$ cat config.mk
export PLATFORM = sky130hd
export DESIGN_NAME = pipe_controller
export DESIGN_NICKNAME = d
export VERILOG_FILES = /design/src/rtl/ctrl_pkg.sv /design/src/rtl/ctrl_decode.sv /design/src/rtl/pipe_controller.sv
export SDC_FILE = /design/constraint.sdc
export NUM_CORES = 1
export LEC_CHECK = 0
export CAP_MARGIN = 20
export CORE_MARGIN = 2
export CORE_UTILIZATION = 40
export CTS_BUF_LIST = sky130_fd_sc_hd__clkbuf_4
export DETAILED_ROUTE_END_ITERATION = 16
export PLACE_DENSITY = 0.86
export SYNTH_ARGS = -nofsm -noshare
export SYNTH_HDL_FRONTEND = slang
export SYNTH_HIERARCHICAL = 1
export SYNTH_SLANG_ARGS = --single-unit
$ cat constraint.sdc
create_clock -name CLK -period 2 [get_ports CLK]
set_input_delay 0.5 -clock CLK [delete_from_list [all_inputs] [get_ports CLK]]
set_output_delay 0.5 -clock CLK [all_outputs]
set_load 0.02 [all_outputs]
$ cat src/rtl/ctrl_pkg.sv
// Shared control-bundle types and instruction-field constants for the pipelined
// decoder: instrType/opcode codes, the EX control bundle and its reset value.
package ctrl_pkg;

  localparam logic [2:0] T_U = 3'b001;
  localparam logic [2:0] T_J = 3'b010;
  localparam logic [2:0] T_B = 3'b011;
  localparam logic [2:0] T_I = 3'b100;
  localparam logic [2:0] T_S = 3'b101;
  localparam logic [2:0] T_R = 3'b110;

  localparam logic [6:0] OP_AUIPC  = 7'b0010111;
  localparam logic [6:0] OP_JALR   = 7'b1100111;
  localparam logic [6:0] OP_LOAD   = 7'b0000011;
  localparam logic [6:0] OP_OPIMM  = 7'b0010011;
  localparam logic [6:0] OP_OP     = 7'b0110011;
  localparam logic [6:0] OP_SYSTEM = 7'b1110011;
  localparam logic [6:0] OP_FENCE  = 7'b0001111;

  typedef struct packed {
    logic       we_reg;
    logic       pc_control;
    logic [1:0] wd_select;
    logic       alu_bsel;
    logic       alu_asel;
    logic       memory_en;
    logic [1:0] store_size;
    logic       jump;
    logic       branch;
    logic       mul;
  } ctrl_t;

  typedef enum logic [1:0] {
    RUN      = 2'd0,
    MEM_WAIT = 2'd1,
    MUL_WAIT = 2'd2
  } state_t;

  localparam ctrl_t CTRL_RST = '{
    we_reg:     1'b0,
    pc_control: 1'b0,
    wd_select:  2'b00,
    alu_bsel:   1'b0,
    alu_asel:   1'b1,
    memory_en:  1'b0,
    store_size: 2'b11,
    jump:       1'b0,
    branch:     1'b0,
    mul:        1'b0
  };

  function automatic logic [1:0] store_size_of(input logic [2:0] funct3);
    case (funct3)
      3'b000:  store_size_of = 2'b00;
      3'b001:  store_size_of = 2'b01;
      3'b010:  store_size_of = 2'b10;
      default: store_size_of = 2'b11;
    endcase
  endfunction

endpackage

$ cat src/rtl/ctrl_decode.sv
// Combinational decode of the decode-stage instruction fields into the control
// bundle plus the source-register usage flags needed for hazard detection.
module ctrl_decode
  import ctrl_pkg::*;
#(
  parameter int ENABLE_M = 0
) (
  input  logic [6:0] op,
  input  logic [2:0] funct3,
  input  logic [2:0] instrType,
  input  logic       funct7_0,
  output ctrl_t      ctrl_o,
  output logic       uses_rs1_o,
  output logic       uses_rs2_o
);

  always_comb begin
    ctrl_o = CTRL_RST;
    unique case (instrType)
      T_U: begin
        ctrl_o.we_reg    = 1'b1;
        ctrl_o.wd_select = 2'b11;
        if (op == OP_AUIPC) begin
          ctrl_o.alu_asel  = 1'b0;
          ctrl_o.wd_select = 2'b00;
        end
      end
      T_J: begin
        ctrl_o.we_reg     = 1'b1;
        ctrl_o.pc_control = 1'b1;
        ctrl_o.wd_select  = 2'b10;
        ctrl_o.alu_asel   = 1'b0;
        ctrl_o.jump       = 1'b1;
      end
      T_B: begin
        ctrl_o.branch     = 1'b1;
        ctrl_o.pc_control = 1'b1;
        ctrl_o.wd_select  = 2'b10;
        ctrl_o.alu_asel   = 1'b0;
      end
      T_I: begin
        if (op == OP_JALR) begin
          ctrl_o.we_reg     = 1'b1;
          ctrl_o.pc_control = 1'b1;
          ctrl_o.wd_select  = 2'b10;
          ctrl_o.jump       = 1'b1;
        end else if (op == OP_LOAD) begin
          ctrl_o.we_reg    = 1'b1;
          ctrl_o.wd_select = 2'b01;
          ctrl_o.memory_en = 1'b1;
        end else if (op == OP_OPIMM) begin
          ctrl_o.we_reg = 1'b1;
        end
      end
      T_S: begin
        ctrl_o.memory_en  = 1'b1;
        ctrl_o.wd_select  = 2'b00;
        ctrl_o.store_size = store_size_of(funct3);
      end
      T_R: begin
        ctrl_o.alu_bsel = 1'b1;
        ctrl_o.we_reg   = !((op == OP_SYSTEM) || (op == OP_FENCE));
        ctrl_o.mul      = (ENABLE_M != 0) && (op == OP_OP) && funct7_0;
      end
      default: ;
    endcase
  end

  // U and J have no rs1 field; only B/S/R read rs2.
  assign uses_rs1_o = (instrType != T_U) && (instrType != T_J);
  assign uses_rs2_o = (instrType == T_B) || (instrType == T_S) || (instrType == T_R);

endmodule

$ cat src/rtl/pipe_controller.sv
// Decode-to-EX pipeline control: registers the decoded bundle into EX, inserts
// load-use bubbles, flushes on redirect and holds during memory/multiply waits.
module pipe_controller
  import ctrl_pkg::*;
#(
  parameter int REGW     = 5,
  parameter int ENABLE_M = 0,
  parameter int MUL_LAT  = 3
) (
  input  logic            CLK,
  input  logic            RST_N,
  input  logic            instr_valid,
  input  logic [6:0]      op,
  input  logic [2:0]      funct3,
  input  logic [2:0]      instrType,
  input  logic            funct7_0,
  input  logic [REGW-1:0] rs1,
  input  logic [REGW-1:0] rs2,
  input  logic [REGW-1:0] rd,
  input  logic            mem_ready,
  input  logic            redirect,
  output logic            stall_fetch,
  output logic            ex_valid,
  output logic            ex_we_reg,
  output logic            ex_pcControl,
  output logic            ex_memory_en,
  output logic            ex_aluBsel,
  output logic            ex_aluAsel,
  output logic            ex_jump,
  output logic            ex_branch,
  output logic            ex_mul,
  output logic [1:0]      ex_wdSelect,
  output logic [1:0]      ex_store_size,
  output logic [REGW-1:0] ex_rd
);

  localparam int CNT_W = (MUL_LAT > 1) ? $clog2(MUL_LAT) : 1;

  ctrl_t             dec_ctrl;
  logic              uses_rs1;
  logic              uses_rs2;

  state_t            state_q, state_d;
  logic [CNT_W-1:0]  cnt_q, cnt_d;
  logic              ex_valid_q, ex_valid_d;
  ctrl_t             ex_ctrl_q, ex_ctrl_d;
  logic [REGW-1:0]   ex_rd_q, ex_rd_d;

  logic              hold;
  logic              hazard;

  ctrl_decode #(.ENABLE_M(ENABLE_M)) u_decode (
    .op         (op),
    .funct3     (funct3),
    .instrType  (instrType),
    .funct7_0   (funct7_0),
    .ctrl_o     (dec_ctrl),
    .uses_rs1_o (uses_rs1),
    .uses_rs2_o (uses_rs2)
  );

  always_comb begin
    hold   = ((state_q == MEM_WAIT) && !mem_ready) ||
             ((state_q == MUL_WAIT) && (cnt_q != '0));
    hazard = ex_valid_q && (ex_ctrl_q.wd_select == 2'b01) && (ex_rd_q != '0) &&
             instr_valid &&
             (((ex_rd_q == rs1) && uses_rs1) || ((ex_rd_q == rs2) && uses_rs2));
    // A redirect kills the decode instruction, so there is nothing to stall for.
    stall_fetch = hold || (!redirect && hazard);
  end

  always_comb begin
    state_d    = state_q;
    cnt_d      = cnt_q;
    ex_valid_d = ex_valid_q;
    ex_ctrl_d  = ex_ctrl_q;
    ex_rd_d    = ex_rd_q;
    if (!hold) begin
      ex_ctrl_d  = dec_ctrl;
      ex_rd_d    = rd;
      ex_valid_d = instr_valid && !redirect && !hazard;
      if (ex_valid_d && dec_ctrl.memory_en) begin
        state_d = MEM_WAIT;
        cnt_d   = '0;
      end else if (ex_valid_d && dec_ctrl.mul && (MUL_LAT > 1)) begin
        state_d = MUL_WAIT;
        cnt_d   = CNT_W'(MUL_LAT - 1);
      end else begin
        state_d = RUN;
        cnt_d   = '0;
      end
    end else if (state_q == MUL_WAIT) begin
      cnt_d = cnt_q - 1'b1;
    end
  end

  always_ff @(posedge CLK) begin
    if (!RST_N) begin
      state_q    <= RUN;
      cnt_q      <= '0;
      ex_valid_q <= 1'b0;
      ex_ctrl_q  <= CTRL_RST;
      ex_rd_q    <= '0;
    end else begin
      state_q    <= state_d;
      cnt_q      <= cnt_d;
      ex_valid_q <= ex_valid_d;
      ex_ctrl_q  <= ex_ctrl_d;
      ex_rd_q    <= ex_rd_d;
    end
  end

  assign ex_valid      = ex_valid_q;
  assign ex_we_reg     = ex_ctrl_q.we_reg;
  assign ex_pcControl  = ex_ctrl_q.pc_control;
  assign ex_memory_en  = ex_ctrl_q.memory_en;
  assign ex_aluBsel    = ex_ctrl_q.alu_bsel;
  assign ex_aluAsel    = ex_ctrl_q.alu_asel;
  assign ex_jump       = ex_ctrl_q.jump;
  assign ex_branch     = ex_ctrl_q.branch;
  assign ex_mul        = ex_ctrl_q.mul;
  assign ex_wdSelect   = ex_ctrl_q.wd_select;
  assign ex_store_size = ex_ctrl_q.store_size;
  assign ex_rd         = ex_rd_q;

endmodule

==> metrics.md, run 1 <==
| Metric | Value |
|---|---|
| Tightest Pin Transition | `517 ps` |
| Fmax | `457 MHz` |
| Util after Layout | `0.717` |
| Worst skew pair latency | `310 ps` |
| Ratio of final minimum period to clock period | `1.09` |
| Number of max-cap violations | `0` |
| Min Tclk post-route | `2190 ps` |
| Post-synth top cells | `nand2_1, dfxtp_1, a21oi_1` |
| Relative slew slack | `0.654` |
| Reg-to-reg endpoint | `ex_valid` |
| Antenna diode count | `0` |
| RSZ-0062 raised after global routing | `true` |
| Initial drt markers | `44` |
| Yosys warnings | `6` |
| Final setup viols | `1` |
| Max FO, Critical Path | `2` |
| Pwr dens | `452 mW/mm²` |
| First-pass GRT wire length | `6130 µm` |
| Post-synth ARST share | `0` |
| Final nets | `292` |
| Total Wirelength | `3730 µm` |
| Io pins | `53` |
| Area Growth Syn to Fin | `73.0%` |
| CP endpoint kind | `primary output` |
| Unique cell type count in the Yosys netlist | `40` |
| Largest net degree at the start of global routing | `20` |
| R2r worst-path depth | `7` |
| Worst hold path class | `reg2reg` |
| Total CTS buffers | `3` |
| Max FFs per register | `5` |
| TritonCTS clock tree | `built` |
| Most numerous cell in the Yosys netlist | `nand2_1` |
| CTS sink count | `22` |
| Worst path cell trace | `or4_4, o21ai_4, nor2_1, a21o_1, buf_6` |
| Initial antenna violation count | `0` |
| Final Slew Violations | `0` |
| Critical Path AT | `1690 ps` |
| H-Tree Depth | `1` |
| Post-synthesis register bit count | `22` |
| Die X | `60.0 µm` |
| Clock Skews | `4.28 ps` |
| GPL Wtd Cong | `0.840` |
| Outcome | `finished, violations left` |
| Die height | `60.0 µm` |
| Kind of cell adding the most delay to the critical path | `simple AND/OR/NAND/NOR gates` |
| Setup slack after layout | `-187 ps` |
| Post-Syn Instances | `164` |
| Vias in the first global route | `1457` |
| Main synth FF type | `dfxtp_1` |
| Syn nets | `199` |
| Drt wl/cell | `12.5 µm` |
| Post-Syn Area | `0.00125 mm²` |
| Buffers & Inverters on Critical Path | `1` |
| Root Buffer | `clkbuf_4` |
| Peak per-stage delay on the critical path | `540 ps` |
| Clock slew at reported path FFs | `120 ps` |
| Failing checks | `negative setup slack` |
| Startpoint types | `register` |
| Setup TNS | `-187 ps` |
| Worst r2r src | `cnt_q[0]` |
| GRT Total Usage | `0.221` |
| VDD IR-drop max | `0.319 mV` |
| Final hold vios | `0` |
| Fraction of layout cells with a size suffix above 1 | `0.251` |
| Syn_area_per_cell | `7.65 µm²` |
| Hold Path Sink | `ex_we_reg` |
| Die area | `0.00360 mm²` |
| Std-Cell Rows | `20` |
| CTS Buffer Depth | `2` |
| DRC Markers | `0` |
| First-pass DRT Iterations | `4` |
| EDFF count, synth | `0` |
| Hpwl dp | `3020 µm` |
| Biggest area consumer among synthesized cells | `dfxtp_1` |
| Critical path class | `reg2out` |
| Routed Antenna Nets | `0` |
| Worst Hold Depth | `2` |
| Gr ovfl total | `0` |
| Synth area leaders | `dfxtp_1, nand2_1, xnor2_1, a21oi_1, nand3_1` |
| Data required time of the critical path | `1500 ps` |
| Top-area cell type share of the netlist area | `0.351` |
| Worst Hold Launch | `ex_we_reg` |
| Core Region | `0.00303 mm²` |
| CP max stage cell | `or4_4` |
| Vias | `1484` |
| Initial Utilization | `0.414` |
| P_leak | `0.941 nW` |
| Port Buffers | `51` |
| Vias per cell | `4.96` |
| R2R Setup Slk | `280 ps` |
| Register area share after synthesis | `0.351` |
## worst min-delay path, delay by kind of cell (launching register included)
| kind | cells | cell delay, ps |
|---|---|---|
| DFF | 1 | 330 |
| AOI/OAI and AO/OA | 1 | 50 |
| and+or+nand+nor | 1 | 50 |
## timing repair
| item | CTS | global route |
|---|---|---|
| pin swaps | 4 | 4 |
| buffers inserted | 1 | 0 |
| setup endpoints to repair | 3 | 4 |
| gates resized for setup | 14 | 7 |
| hold buffers | 0 | 0 |
## kinds of logic (layout without fill, tap and decap cells)
kind of cell	after synthesis	in the layout	synth area share
simple gates	82	82	0.336
flops	22	22	0.351
compound gates	35	35	0.180
fa+ha+maj	1	1	0.00997
other cells	1	1	0.00299
buf+inv	12	103	0.0429
xor+xnor	11	11	0.0768
## area by class of cell
cell class,instances,area (µm²)
fillers,228,857
repair buffers,94,838
multi-input cells,130,787
flip-flops and latches,22,445
well taps,44,55.1
clock buffers,3,22.5
inverters,6,22.5
## cell usage in the layout (no fill, tap or decap), types with 2 or more instances in the layout
master,netlist,routed
nand2b_1,4,3
nand4_1,5,5
dfxtp_1,22,18
or3b_1,2,2
nor2_2,2,2
nor3b_1,3,3
a21o_1,2,2
inv_1,5,5
nand3_1,8,8
clkdlybuf4s50_1,0,43
a32oi_1,2,2
nor3_2,1,2
clkbuf_4,0,3
nor2_1,8,8
dlygate4sd2_1,0,3
xnor2_1,10,9
dfxtp_2,0,4
nand2_1,41,41
dlymetal6s2s_1,0,3
o21ai_0,3,3
a21oi_1,17,17
buf_4,1,43
o21ai_1,3,3
## through the flow
stage / instances / worst slack (ps) / hold slack [ps] / instance area [µm²] / power (W)
global route: 299 / -241 / 491 / 2170 / 0.00103
global placement: 295 / -824 / 443 / 2110 / 0.000776
detailed placement: 295 / -865 / 451 / 2110 / 0.000784
finish: 299 / -187 / 466 / 2170 / 0.000981
CTS: 299 / -199 / 471 / 2150 / 0.000984
floorplan: 164 / 27.5 / 477 / 1260 / 0.000604
## how the worst max path moves through the flow
stage,start,endpoint,slack (ps),cells past startpoint
finish,ex_rd[4],stall_fetch,-190,5
floorplan,instrType[1],stall_fetch,30,7
global route,ex_rd[4],stall_fetch,-240,5
global placement,instrType[2],stall_fetch,-820,8
CTS,ex_rd[4],stall_fetch,-200,5
detailed placement,instrType[2],stall_fetch,-860,8
## layer usage
metal | vias to the layer above | track usage | part of all wire
li1 | 752 | - | -
met1 | 681 | 0.253 | 0.41
met2 | 46 | 0.425 | 0.53
met3 | 5 | 0.0303 | 0.044
met4 | 0 | 0.0508 | 0.013
met5 | - | 0 | 0
## report_power, final
part,leakage (nW),total [W],switching (W),internal [W]
combinational,0.745,0.000307,0.000132,0.000174
sequential,0.182,0.000472,0.0000123,0.000460
clock,0.0138,0.000202,0.000132,0.0000705
(Power assumes the default switching activity.)
==> inputs of run 2 (changes only) <==
--- a/config.mk
+++ b/config.mk
@@ -7,10 +7,11 @@
 export LEC_CHECK = 0
 export CAP_MARGIN = 20
 export CORE_MARGIN = 2
-export CORE_UTILIZATION = 40
+export CORE_UTILIZATION = 44
 export CTS_BUF_LIST = sky130_fd_sc_hd__clkbuf_4
 export DETAILED_ROUTE_END_ITERATION = 16
-export PLACE_DENSITY = 0.86
+export PLACE_DENSITY = 0.89
+export REMOVE_ABC_BUFFERS = 1
 export SYNTH_ARGS = -nofsm -noshare
 export SYNTH_HDL_FRONTEND = slang
 export SYNTH_HIERARCHICAL = 1
==> constraint.sdc (replaced) <==
create_clock -name CLK -period 2.35 [get_ports CLK]
set_input_delay 0.5875 -clock CLK [delete_from_list [all_inputs] [get_ports CLK]]
set_output_delay 0.5875 -clock CLK [all_outputs]
set_load 0.02 [all_outputs]
==> metrics.md, run 2 (synthesis results as in run 1) <==
| Metric | Value |
|---|---|
| Hold_buf cts | `0 (unchanged)` |
| Failing checks | `negative setup slack` |
| GR Util met3 | `0.0612 (+0.0309)` |
| First-pass DRT Iterations | `5 (+1)` |
| Critical path class | `in2out` |
| Clock Skews | `1.18 ps (-3.10 ps)` |
| Logic pwr share | `0.300 (-0.013)` |
| DRC Markers | `0 (unchanged)` |
| Final nets | `280 (-4.1%)` |
| Int Pwr | `0.000587 W (-17%)` |
| Worst Hold Depth | `2 (unchanged)` |
| Root Buffer | `clkbuf_4` |
| R2R Setup Slk | `610 ps (+330 ps)` |
| Hpwl dp | `2610 µm (-14%)` |
| Std-Cell Rows | `19 (-5.0%)` |
| Area of the multi-input gates | `801 µm² (+1.7%)` |
| Vias | `1490 (+0.40%)` |
| Total Wirelength | `3750 µm (+0.64%)` |
| Io pins | `53 (unchanged)` |
| Number of max-cap violations | `0 (unchanged)` |
| Clock slew at reported path FFs | `120 ps (about the same)` |
| Max FFs per register | `5 (unchanged)` |
| Die X | `57.4 µm (-4.3%)` |
| Final Slew Violations | `0 (unchanged)` |
| Fmax | `418 MHz` |
| Total CTS buffers | `3 (unchanged)` |
| Met2 usage | `0.424 (-0.00176)` |
| Worst r2r src | `cnt_q[0]` |
| Core Region | `0.00273 mm² (-9.7%)` |
| RSZ-0062 raised after global routing | `true` |
| Register area | `442 µm² (-0.84%)` |
| Largest net degree at the start of global routing | `20 (unchanged)` |
| Post-DP Area | `0.00197 mm² (-6.8%)` |
| Startpoint types | `input pin` |
| Initial drt markers | `62 (+41%)` |
| TritonCTS clock tree | `built` |
| Vias in the first global route | `1444 (-0.89%)` |
| Drt wl/cell | `13.7 µm (+9.8%)` |
| First-pass GRT wire length | `6150 µm (+0.33%)` |
| Antenna diode count | `0 (unchanged)` |
| CTS Buffer Depth | `2 (unchanged)` |
| Pwr dens | `399 mW/mm² (-12%)` |
| CTS sink count | `22 (unchanged)` |
| Final setup viols | `1 (unchanged)` |
| Tightest Pin Transition | `733 ps (+216 ps)` |
| Vias per cell | `5.44 (+9.6%)` |
| Max FO, Critical Path | `4 (+2)` |
| Post-Layout Inst Area | `0.00206 mm² (-4.9%)` |
| GPL Wtd Cong | `0.877 (+4.5%)` |
| Initial Utilization | `0.459 (+0.0446)` |
| Data required time of the critical path | `1760 ps (+260 ps)` |
| Filler instances | `198 (-13%)` |
| Initial antenna violation count | `0 (unchanged)` |
| Worst Hold Launch | `ex_pcControl` |
| Setup TNS | `-40.1 ps (+147 ps)` |
| Worst skew pair latency | `310 ps (about the same)` |
| Min Tclk post-route | `2390 ps` |
| Met1 Use GR | `0.267 (+0.0142)` |
| Seq pwr share | `0.489 (+0.008)` |
| Reg-to-reg endpoint | `ex_valid` |
| Routed Antenna Nets | `0 (unchanged)` |
| Sw Share | `0.287 (+0.00537)` |
| Hold slack | `463 ps (-2.94 ps)` |
| Area Growth Syn to Fin | `64.5%` |
| Fraction of layout cells with a size suffix above 1 | `0.222 (-0.0288)` |
| H-Tree Depth | `1 (unchanged)` |
| R2r worst-path depth | `7 (unchanged)` |
| Port Buffers | `51 (unchanged)` |
| Most frequent cells in the layout | `nand2_1, clkdlybuf4s50_1, buf_4, dfxtp_1, a21oi_1` |
| Outcome | `finished, violations left` |
| Ratio of final minimum period to clock period | `1.02` |
| CP endpoint kind | `primary output` |
| VDD IR-drop max | `0.473 mV (+49%)` |
| Die height | `57.4 µm (-4.3%)` |
| P_leak | `0.870 nW (-7.6%)` |
| Hold Path Sink | `ex_pcControl` |
| Switch Pwr | `0.000236 W (-14%)` |
| Final hold vios | `0 (unchanged)` |
| Critical Path AT | `1800 ps (+110 ps)` |
| Grt peak-use layer | `met2` |
| Setup slack after layout | `-40.1 ps (+147 ps)` |
| Relative slew slack | `0.511 (-0.143)` |
| Die area | `0.00330 mm² (-8.5%)` |
| GRT Total Usage | `0.234 (+0.0129)` |
| Gr ovfl total | `0 (unchanged)` |
| Worst hold path class | `reg2reg` |
| Clk pwr share | `0.210 (+0.004)` |
| Setup WS pre-CTS | `-711 ps (+153 ps)` |
==> run 2: through the flow <==
stage                     std cells  total power, W   util
final                           274        0.000824  0.755
after floorplan                 158        0.000508      -
after CTS                       273        0.000815  0.746
after global placement          266        0.000640  0.720
after global routing            274        0.000866  0.755
after detailed placement        266        0.000645  0.720
==> run 2: cell type report <==
cell class                 count  area share
multi-input combinational    130       0.388
tap                           31      0.0188
clock buffer                   3      0.0109
timing repair buffer          82       0.358
sequential                    22       0.214
inverter                       6      0.0109
==> run 2: power groups by stage <==
stage / Sequential, W / Combinational [W] / Clock [W]
floorplan: 0.000431 / 0.0000767 / 0
global placement: 0.000410 / 0.000230 / 0
detailed placement: 0.000411 / 0.000234 / 0
CTS: 0.000403 / 0.000240 / 0.000172
global route: 0.000406 / 0.000265 / 0.000195
finish: 0.000403 / 0.000247 / 0.000173
==> run 2: how the worst max path moves through the flow <==
stage | startpoint | to | slack [ps] | cells after the start
floorplan | instrType[2] | stall_fetch | 210 | 6
global placement | instrType[1] | stall_fetch | -670 | 8
detailed placement | instrType[1] | stall_fetch | -710 | 8
CTS | rs2[1] | stall_fetch | 10 | 6
global route | instrType[2] | stall_fetch | -120 | 8
finish | instrType[2] | stall_fetch | -40 | 8
==> run 2: critical path, stage by stage <==
cell           delay [ps]
dlygate4sd2_1         250
nand2b_4              160
nor2_1                190
a21o_1                120
nand2_1                70
o22ai_2               150
a21o_1                160
buf_6                 120
==> run 2: what timing repair did <==
action                     in CTS  in global routing
setup buffers                   4                  1
resized for setup              20                 10
pin swaps                       8                  6
gates cloned                    0                  0
setup endpoints to repair       1                  1
==> run 2: routing by layer <==
layer / part of all wire / wire [µm]
met2: 0.52 / 1950
met5: 0 / 0
met4: 0.016 / 60
met1: 0.39 / 1480
met3: 0.071 / 267
